**config.mk**
```make
export PLATFORM = sky130hd
export DESIGN_NAME = ram_row_reader
export DESIGN_NICKNAME = d
export VERILOG_FILES = /design/src/rtl/ram_row_reader.sv
export SDC_FILE = /design/constraint.sdc
export NUM_CORES = 1
export LEC_CHECK = 0
export CAP_MARGIN = 40
export CORE_MARGIN = 1.5
export CORE_UTILIZATION = 52
export CTS_BUF_LIST = sky130_fd_sc_hd__clkbuf_8
export DETAILED_ROUTE_END_ITERATION = 10
export PLACE_DENSITY = 0.82
export SYNTH_ARGS = -nofsm -noshare
export SYNTH_HDL_FRONTEND = slang
export SYNTH_SLANG_ARGS = --single-unit
```
**constraint.sdc**
```tcl
create_clock -name clock -period 2.8 [get_ports clock]
set_clock_uncertainty 0.1 [all_clocks]
set_input_delay 0.56 -clock clock [delete_from_list [all_inputs] [get_ports clock]]
set_output_delay 0.56 -clock clock [all_outputs]
set_load 0.02 [all_outputs]
```
**src/rtl/ram_row_reader.sv**
```systemverilog
// Read-side master for the row RAM: sweeps a run of row addresses and streams each row
// out on a valid/ready port via a 2-entry FIFO. Define RAM_ROW_READER_LAST_EN for out_last.
module ram_row_reader #(
   parameter int BIT_WIDTH     = 32,
   parameter int RAM_WIDTH     = 4,
   parameter int RAM_ADDR_BITS = 10
) (
   input  logic                           clock,
   input  logic                           reset_n,
   input  logic                           start,
   input  logic [RAM_ADDR_BITS-1:0]       base_addr,
   input  logic [RAM_ADDR_BITS:0]         length,
   output logic                           busy,
   output logic                           done,
   output logic [RAM_ADDR_BITS-1:0]       rdaddress,
   input  logic [BIT_WIDTH*RAM_WIDTH-1:0] q,
   output logic [BIT_WIDTH*RAM_WIDTH-1:0] out_data,
   output logic                           out_valid,
   input  logic                           out_ready
`ifdef RAM_ROW_READER_LAST_EN
   ,
   output logic                           out_last
`endif
);

   localparam int RowW = BIT_WIDTH * RAM_WIDTH;
   localparam logic [RAM_ADDR_BITS:0]   CntOne  = 1;
   localparam logic [RAM_ADDR_BITS-1:0] AddrOne = 1;

   typedef enum logic [1:0] {
      IDLE,
      READ,
      DRAIN
   } state_t;

   state_t                   state_q;
   logic [RAM_ADDR_BITS:0]   len_q;
   logic [RAM_ADDR_BITS:0]   issued_q;
   logic [RAM_ADDR_BITS-1:0] rdaddr_q;
   logic                     busy_q;
   logic                     done_q;
   logic [1:0]               cnt_q;
   logic [1:0]               cnt_d;
   logic                     valid_q;
   logic [RowW-1:0]          head_q;
   logic [RowW-1:0]          tail_q;
   logic                     push;
   logic                     pop;
   logic                     lastPush;
`ifdef RAM_ROW_READER_LAST_EN
   logic                     headLast_q;
   logic                     tailLast_q;
`endif

   // The head register is the output stage, so a stalled beat holds by construction.
   always_comb begin
      push     = (state_q == READ) && (cnt_q != 2'd2) && (issued_q != len_q);
      pop      = valid_q && out_ready;
      lastPush = (issued_q + CntOne) == len_q;
      cnt_d    = cnt_q;
      if (push && !pop) begin
         cnt_d = cnt_q + 2'd1;
      end else if (!push && pop) begin
         cnt_d = cnt_q - 2'd1;
      end
   end

   always_ff @(posedge clock or negedge reset_n) begin
      if (!reset_n) begin
         state_q    <= IDLE;
         len_q      <= '0;
         issued_q   <= '0;
         rdaddr_q   <= '0;
         busy_q     <= 1'b0;
         done_q     <= 1'b0;
         cnt_q      <= 2'd0;
         valid_q    <= 1'b0;
         head_q     <= '0;
         tail_q     <= '0;
`ifdef RAM_ROW_READER_LAST_EN
         headLast_q <= 1'b0;
         tailLast_q <= 1'b0;
`endif
      end else begin
         done_q  <= 1'b0;
         cnt_q   <= cnt_d;
         valid_q <= (cnt_d != 2'd0);

         // A new row lands in head when the FIFO is (or becomes) empty, else in tail.
         if (push && (cnt_q == 2'd0 || (cnt_q == 2'd1 && pop))) begin
            head_q <= q;
`ifdef RAM_ROW_READER_LAST_EN
            headLast_q <= lastPush;
`endif
         end else if (pop && cnt_q == 2'd2) begin
            head_q <= tail_q;
`ifdef RAM_ROW_READER_LAST_EN
            headLast_q <= tailLast_q;
`endif
         end
         if (push && cnt_q == 2'd1 && !pop) begin
            tail_q <= q;
`ifdef RAM_ROW_READER_LAST_EN
            tailLast_q <= lastPush;
`endif
         end
         if (push) begin
            issued_q <= issued_q + CntOne;
            rdaddr_q <= rdaddr_q + AddrOne;
         end

         case (state_q)
            IDLE: begin
               if (start) begin
                  if (length == '0) begin
                     done_q <= 1'b1;
                  end else begin
                     len_q    <= length;
                     issued_q <= '0;
                     rdaddr_q <= base_addr;
                     busy_q   <= 1'b1;
                     state_q  <= READ;
                  end
               end
            end
            READ: begin
               if (push && lastPush) begin
                  state_q <= DRAIN;
               end
            end
            DRAIN: begin
               if (cnt_d == 2'd0) begin
                  busy_q  <= 1'b0;
                  done_q  <= 1'b1;
                  state_q <= IDLE;
               end
            end
            default: state_q <= IDLE;
         endcase
      end
   end

   assign busy      = busy_q;
   assign done      = done_q;
   assign rdaddress = rdaddr_q;
   assign out_data  = head_q;
   assign out_valid = valid_q;
`ifdef RAM_ROW_READER_LAST_EN
   assign out_last  = headLast_q && valid_q;
`endif

endmodule

```
# After elaboration in Yosys (flattened, before gate mapping)
# Cells that the tools add are included.
word_totals:
  ff_bits: 295
  output_inout_bits: 141
  elab_cells: 75
classes:
  n_addsub: 4
  n_eq_ne: 11
  mux: 25
  bitwise_logic: 1
  reduce_logical: 24
op_table:
  columns: ["op", "n"]
  rows:
  - ["128-bit two-way mux", 2]
  - ["11-bit two-way mux", 4]
  - ["10-bit two-way mux", 4]
  - ["2-bit two-way mux", 6]
  - ["11-bit by 1-bit adder with 11-bit output (second input constant)", 1]
  - ["11-bit equality test", 1]
  - ["1-bit logical AND", 11]
  - ["11-bit zero test", 1]
  - ["11-bit != test", 1]
  - ["10-bit by 1-bit adder with 10-bit output (second input constant)", 1]
  - ["2-bit != test (second input constant)", 4]
  - ["4-bit AND reduction", 2]
  - ["2-bit zero test", 3]
  - ["1-bit two-way mux", 6]
  - ["2-bit case mux with 3 select lines", 1]
  - ["2-bit nonzero test", 3]
  - ["2-bit by 1-bit equality test with 1-bit output (second input constant)", 2]
  - ["2-bit equality test (second input constant)", 2]
  - ["1-bit case mux with 2 select lines", 2]
  - ["3-bit AND reduction", 1]
  - ["2-bit by 1-bit adder with 2-bit output (second input constant)", 1]
  - ["1-bit zero test", 2]
  - ["2-bit by 1-bit != test with 1-bit output (second input constant)", 1]
  - ["2-bit by 1-bit subtractor with 2-bit output (second input constant)", 1]
  - ["2 further kinds", 2]

# Depth between registers and ports, before layout
# Gate-level depths: netlist (run 1).
depth:
  depth_word: 10
  mapped_depth: 11
  mapped_depth_nobuf: 9

# Worst setup path before layout (run 1)
# OpenSTA, ideal clock, no wires.
synth_timing:
  kind: "register -> register"
  start: "register cnt_q[0]"
  end: "register tail_q[100]"
  arrival_time_ns: 2.253
  required_time_ns: 2.575
  setup_slack_ns: 0.321
  path_stages_with_launch: 12
  path_buffers: 4
  path_cell_list: "dfrtp_1 inv_1 ha_1 or3b_1 buf_2 a31o_1 buf_6 nor2_4 nand2_2 buf_6 buf_6 mux2_4"
synth_via:
  elab_chain_cells: 5
  elab_cells_between_ends: 6
  classes_between: "eq/ne (2); reduce/logical (4)"
synth_lines:
  columns: ["item", "line", "source"]
  rows:
  - ["start: declaration", "42", "logic [1:0] cnt_q;"]
  - ["start signal: assignment", "86", "cnt_q <= cnt_d;"]
  - ["2-bit != test", "57", "push = (state_q == READ) && (cnt_q != 2'd2) && (issued_q != len_q);"]
  - ["1-bit logical AND (2 in series)", "57", null]
  - ["1-bit logical AND * (2 in series)", "101", "if (push && cnt_q == 2'd1 && !pop) begin"]
  - ["end signal: assignment", "102", "tail_q <= q;"]
  - ["end: declaration", "46", "logic [RowW-1:0] tail_q;"]
# Mark *: on every way between the ends. The rest lies on a longest branch, timed or not.
# A chain may end at the register's enable or synchronous reset.

# Worst setup path in the final report (run 1)
layout_timing:
  start: "register issued_q[7]"
  end: "register tail_q[16]"
layout_via:
  elab_chain_cells: 4
layout_lines:
  columns: ["item", "line", "source"]
  rows:
  - ["start: declaration", "38", "logic [RAM_ADDR_BITS:0] issued_q;"]
  - ["start signal: assignment", "108", "issued_q <= issued_q + CntOne;"]
  - ["11-bit != test", "57", null]
  - ["1-bit logical AND", "57", null]
  - ["1-bit logical AND (2 in series)", "101", null]
# No other way between the ends.

==> reports/results.ini, run 1 <==
[synth]
syn_area_per_cell_um2=12.0
synth.largest_area_cell=dfrtp_1
synth.distinct_cells=47
synthCells=1081
syn_area_mm2=0.0129
yosys_most_used_dff=dfrtp_1
synth.top_cell.area_share_pct=57.0
synth_fp_nets=1239
synthArstFlopShare_pct=100
yosys-top-cells-count=295 x dfrtp_1, 289 x nand2_1, 128 x a22oi_1
synth.area.top_cells=dfrtp_1 57%, mux2_4 14%, nand2_1 8.4%
synth_seq_cells=295
synth_warnings=0
synth_edf_count=0
ys_seq_area_share_pct=57.0
yosysMostFrequentCell=dfrtp_1

[power_and_ir_drop]
ir_drop_mv=0.646
power_density_mw_per_mm2=1320
finalPower_mw=22.9
leakage_nw=8.16

[worst_hold_path]
min_from=out_data[85]
hp-class=reg -> reg

[status]
status=completed

[global_routing]
antenna_found_initial=0
grt.total_usage_pct=25.0
grt_pass1_wl_um=52300
grt_pass1_vias=10005
grt_max_degree=78
overflow=0

[critical_path]
arrival_ns=2.92
slowest_delay_ns=0.45
r2r-start=issued_q[7]
cp-start-kind=flop
cpMaxStageDelayCell=dfrtp_1
path_class=reg -> reg
cp_top_family=simple AND/OR/NAND/NOR gates
path_cells=xnor2_1 > and4_4 > a31o_1 > nor2_4 > nand2_8 > buf_4 > mux2_4
cp.required_ns=3.12
critPathMaxFanout=16
cp-end-kind=flop
path_buf_inv=1
crit_start=issued_q[7]

[drt]
vias=9684
first_iter_violations=768
wl_per_cell_um=18.5
drtAntennaViolNets=0
first_pass_iters=7
wirelength_um=32300
drcViolationCount=0
via_per_inst=5.54

[flow_run]
drv_cap=0

[sta]
drv_slew=0
fmax_mhz=386
fin_tns_setup_ns=0
worst_pin_slew_ns=0.790
hold_viol_final=0
setup_viol=0
rsz0062_at_grt=no
fin_hold_ws_ns=0.373
period_minus_slack_ns=2.59
slew_headroom_pct=47.1
finalCritPeriodShare_pct=92.6

[floorplanning]
num_rows=57
die_h_um=161
coreArea_mm2=0.0244
dieArea_mm2=0.0259
ioPinCount=294
die_x_um=161
start_util_pct=53.1

[placed_design]
dpl.hpwl_um=20900
place_inst=1659
globalplace.congestion=0.794
io_buffers=293

[cells_and_area]
drive_above_1_share_pct=17.7
num-nets-final=1544
antenna_cells=0
fill_cells=1675
instances_no_fill=1747
finish.utilization_pct=71.2
synthToLayoutAreaGrowth_pct=34.2

[clocking]
cts_buffers=48
cts_htree_levels=2
post_cts_resized=0
cts_buffer_depth=3
cts_sinks=295
cts-root-buf=clkbuf_8
clkLatencyLatePin_ns=0.55
cts_tree=built
clk_pin_slew_worst_paths_ns=0.06

placed cells by master, fill, tap and decap left out, types with 2 or more instances in the layout:
cell	instances
or3_1	6
clkbuf_8	67
mux2_4	120
nand3_1	8
clkdlybuf4s50_1	292
clkinv_2	2
mux2_2	18
nand2b_1	4
nand2_1	289
buf_4	16
nor4_1	9
a22oi_1	128
buf_12	15
and3_1	6
nor2_1	15
a21oi_1	10
ha_1	5
mux2i_1	4
xor2_1	12
nor3_1	5
and2_1	2
inv_1	23
o22ai_1	2
o21ai_0	21
nor2_4	2
dfrtp_1	295
xnor2_1	19
nand4_1	2
o311a_1	2
worst reg2reg max path, stage by stage, from the launching register on:
cell     delay, ns
dfrtp_1       0.45
xnor2_1       0.33
and4_4        0.34
a31o_1        0.27
nor2_4        0.09
nand2_8       0.20
buf_4         0.36
mux2_4        0.34
path summary, 6_finish.rpt:
path | to | slack (ns) | cells after the start
worst min register to register | out_data[85] | 0.37 | 2
max in group asynchronous | out_data[14] | 1.43 | 3
worst min-delay path | out_data[85] | 0.37 | 2
worst max-delay path | tail_q[16] | 0.21 | 7
min in group asynchronous | len_q[6] | 0.43 | 2
worst max register to register | tail_q[16] | 0.21 | 7
routing by layer:
| metal | up-vias | part of all wire, % | global-route usage [%] |
|---|---|---|---|
| met5 | - | 0 | 0 |
| met4 | 0 | 2.9 | 9.34 |
| met3 | 72 | 6.6 | 5.11 |
| met2 | 373 | 48 | 40.7 |
| met1 | 4870 | 42 | 33.2 |
| li1 | 4369 | - | - |
state kept, by name, indices dropped and copies added (netlist names):
| name | count |
|---|---|
| len_q | 11 |
| state_q | 2 |
| issued_q | 11 |
| tail_q | 128 |
| rdaddress | 10 |
| cnt_q | 2 |
| done | 1 |
| busy | 1 |
| out_data | 128 |
| out_valid | 1 |
area by class of cell:
cell class | instances | area [µm²] | area share, %
sequential | 295 | 7380 | 42.5
multi-input combinational | 709 | 5160 | 29.7
timing repair buffer | 325 | 3370 | 19.4
clock buffer | 67 | 922 | 5.31
tap | 324 | 405 | 2.33
clock inverter | 20 | 109 | 0.627
inverter | 7 | 26.3 | 0.151
power by group:
| group | switching (mW) | internal, mW |
|---|---|---|
| sequential | 1.42 | 6.47 |
| clock | 1.69 | 2.21 |
| combinational | 5.56 | 5.60 |
repair_timing:
| item | 4_1_cts | 5_1_grt |
|---|---|---|
| buffers inserted | 0 | 0 |
| endpoints found under the hold margin | 48 | 0 |
| hold buffers | 1 | 0 |
cell families after synthesis:
family	count (synthesis)	synth area share [%]
DFF	295	57.0
muxes	142	15.8
buffers and inverters	77	3.47
AOI/OAI and AO/OA	173	9.58
xor gates and xnor gates	31	2.10
and+or+nand+nor	358	11.6
adders and majority gates	5	0.483
through the flow:
stage,setup slack [ns],cell area [µm²]
floorplan,0.321,12900
global placement,0.223,16300
detailed placement,0.180,16300
CTS,0.192,17400
global route,0.0755,17400
finish,0.206,17400
Power figures use the tool's default switching activity.
==> run 2: changes to the inputs <==
--- a/config.mk
+++ b/config.mk
@@ -5,12 +5,13 @@
 export SDC_FILE = /design/constraint.sdc
 export NUM_CORES = 1
 export LEC_CHECK = 0
+export ABC_AREA = 1
 export CAP_MARGIN = 40
 export CORE_MARGIN = 1.5
-export CORE_UTILIZATION = 52
+export CORE_UTILIZATION = 47
 export CTS_BUF_LIST = sky130_fd_sc_hd__clkbuf_8
 export DETAILED_ROUTE_END_ITERATION = 10
-export PLACE_DENSITY = 0.82
+export PLACE_DENSITY = 0.79
 export SYNTH_ARGS = -nofsm -noshare
 export SYNTH_HDL_FRONTEND = slang
 export SYNTH_SLANG_ARGS = --single-unit
==> constraint.sdc (replaced) <==
create_clock -name clock -period 2.31 [get_ports clock]
set_clock_uncertainty 0.1 [all_clocks]
set_input_delay 0.462 -clock clock [delete_from_list [all_inputs] [get_ports clock]]
set_output_delay 0.462 -clock clock [all_outputs]
set_load 0.02 [all_outputs]
==> run 2 against run 1 <==
Hold slack worse by 0.046 ns. Non-clock buffer count is 9 higher. Register-to-register slack worse by 0.05 ns. Synthesized cell count is 32% higher. Sequential share of layout area is 0.067 points lower. Utilization is 6.7 points lower. Synthesized area is 0.27% lower. Via count is 15% higher. Setup slack worse by 0.11 ns. Power is 15% higher. Highest routed layer unchanged.
==> reports/results.ini, run 2 <==
[floorplanning]
num_rows=60  ; +5.3%
die_x_um=169  ; +4.9%
dieArea_mm2=0.0285  ; +10%
start_util_pct=47.9  ; -5.2 points
ioPinCount=294  ; unchanged
die_h_um=169  ; +4.9%
coreArea_mm2=0.0270  ; +10%

[synth]
synth_warnings=0  ; unchanged
synth_compound_area_share_pct=15.7  ; +6.1 points
synth.top_cell.area_share_pct=57.2  ; +0.15 points
synth_top_family_by_area=compound AO/OA/AOI/OAI gates
syn_area_per_cell_um2=9.03  ; -25%
synth_xor_area_share_pct=0.950  ; -1.1 points
synth.mux.area_fraction_pct=0  ; -16 points
yosys-top-cells-count=348 x nand2_1, 314 x inv_1, 295 x dfrtp_1
synth_edf_count=0  ; unchanged
synth_fp_nets=1588  ; +28%
synth.largest_area_cell=dfrtp_1
yosysMostFrequentCell=nand2_1
syn_area_mm2=0.0129  ; -0.27%
synthCells=1430  ; +32%
synth.distinct_cells=33  ; -30%
yosys_most_used_dff=dfrtp_1
synthArstFlopShare_pct=100  ; unchanged
synth.area.top_cells=dfrtp_1 57%, nand2_1 10%, inv_1 9.1%
synth_seq_cells=295  ; unchanged
synthSimpleGateAreaFrac_pct=13.0  ; +1.4 points
synthAdderAreaFrac_pct=0.485  ; +0.0013 points
ys_seq_area_share_pct=57.2  ; +0.15 points

[clocking]
cts-root-buf=clkbuf_8
clkLatencyLatePin_ns=0.55  ; about the same
clk_pin_slew_worst_paths_ns=0.06  ; about the same
cts_sinks=295  ; unchanged
cts_tree=built
cts_htree_levels=2  ; unchanged
cts_buffers=49  ; +2.1%
cts_buffer_depth=3  ; unchanged
cts_setup_buffers=0  ; unchanged

[drt]
drcViolationCount=0  ; unchanged
vias=11138  ; +15%
wirelength_um=34000  ; +5.1%
first_iter_violations=650  ; -15%
drtAntennaViolNets=0  ; unchanged
first_pass_iters=5  ; -2
via_per_inst=5.26  ; -5.1%
wl_per_cell_um=16.1  ; -13%

[sta]
drv_slew=0  ; unchanged
worst_pin_slew_ns=0.474  ; -0.316 ns
setup_slack_ns=0.0920  ; -0.114 ns
slew_headroom_pct=68.4  ; +21 points
hold_viol_final=0  ; unchanged
rsz0062_at_grt=yes
setup_viol=0  ; unchanged
fin_hold_ws_ns=0.327  ; -0.0463 ns
period_minus_slack_ns=2.22
fmax_mhz=451
finalCritPeriodShare_pct=96.0

[cells_and_area]
num-nets-final=1895  ; +23%
fill_cells=2121  ; +27%
layout_commonest_cell=nand2_1
instances_no_fill=2118  ; +21%
mostFrequentLayoutCells=347 x nand2_1, 334 x inv_1, 295 x dfrtp_1
synthToLayoutAreaGrowth_pct=34.8
drive_above_1_share_pct=6.82  ; -11 points

[critical_path]
cp_top_family=buffers and inverters
cp.required_ns=1.75  ; -1.37 ns
cp-start-kind=flop
arrival_ns=1.66  ; -1.26 ns
slowest_delay_ns=0.65  ; +0.20 ns
path_cells=clkdlybuf4s50_1
cpMaxStageDelayCell=clkdlybuf4s50_1
path_class=reg -> out
path_buf_inv=1  ; unchanged
critPathMaxFanout=5  ; -11
cp-end-kind=output pin

[global_routing]
antenna_found_initial=2  ; +2
grt.total_usage_pct=24.0  ; -0.98 points
grt_pass1_vias=11409  ; +14%
grt_max_degree=71  ; -9.0%
overflow=0  ; unchanged
grt_pass1_wl_um=55300  ; +5.6%

[flow_run]
drv_cap=0  ; unchanged

[placed_design]
place_inst=2026  ; +22%
dpl.hpwl_um=23000  ; +9.9%
dpl_worst_slack_ns=-0.0202  ; -0.200 ns
io_buffers=293  ; unchanged
globalplace.congestion=0.863  ; +8.6%

[status]
status=completed

[power_and_ir_drop]
finalPower_mw=26.4  ; +15%
ir_drop_mv=0.777  ; +20%
power_density_mw_per_mm2=1520  ; +15%
leakage_nw=8.20  ; +0.55%

[worst_hold_path]
hp-class=in -> async

[run 2: worst paths after layout]
| check | start | endpoint | slack [ns] | depth (start not counted) |
|---|---|---|---|---|
| min reg2reg | busy | busy | 0.39 | 2 |
| max reg2reg | issued_q[5] | busy | 0.16 | 14 |
| max | rdaddress[4] | rdaddress[4] | 0.09 | 1 |
| min in group clock | base_addr[2] | rdaddress[2] | 0.35 | 3 |
| min | reset_n | tail_q[14] | 0.33 | 2 |
| max in group asynchronous | reset_n | out_data[97] | 1.03 | 3 |
[run 2: where the power goes]
group	switching, mW	total (mW)	internal [mW]
Combinational	7.40	12.8	5.42
Sequential	1.28	9.05	7.78
Clock	2.04	4.54	2.50
[run 2: area by class of cell]
cell class | instances | area (µm²) | share of cell area, %
Timing Repair Buffer | 334 | 3490 | 20.0
Clock buffer | 65 | 895 | 5.14
Inverter | 315 | 1180 | 6.80
Antenna cell | 2 | 5.00 | 0.0288
Tap cell | 341 | 427 | 2.45
Multi-Input combinational cell | 742 | 3930 | 22.6
Sequential cell | 295 | 7380 | 42.4
Clock inverter | 24 | 97.6 | 0.561
[run 2: logic make-up (layout without fill, tap and decap cells)]
logic type / Yosys count / after routing
other: 0 / 2
AOI/OAI and AO/OA: 305 / 305
buffers and inverters: 393 / 738
xor gates and xnor gates: 14 / 14
and+or+nand+nor: 418 / 418
adders and majority gates: 5 / 5
DFF: 295 / 295
[run 2: metal layers]
metal | up-vias | GRT usage (%) | routed length [µm]
met2 | 407 | 40.5 | 16500
met4 | 0 | 10.5 | 1320
met3 | 91 | 4.40 | 2100
met5 | - | 0 | 0
met1 | 5430 | 30.3 | 14000
li1 | 5210 | - | -
[run 2: repair_timing]
item / in CTS / in global routing
hold endpoints to repair: 47 / 0
endpoints found under the setup margin: 0 / 122
hold buffers: 1 / 0
gates resized for setup: 0 / 1
[run 2: stage by stage]
step	TNS (ns)	cell area (µm²)	util, %
global route	-0.0574	17400	64.6
floorplan	0	12900	-
global placement	0	16400	60.8
finish	0	17400	64.6
CTS	0	17400	64.5
detailed placement	-0.0325	16400	60.8
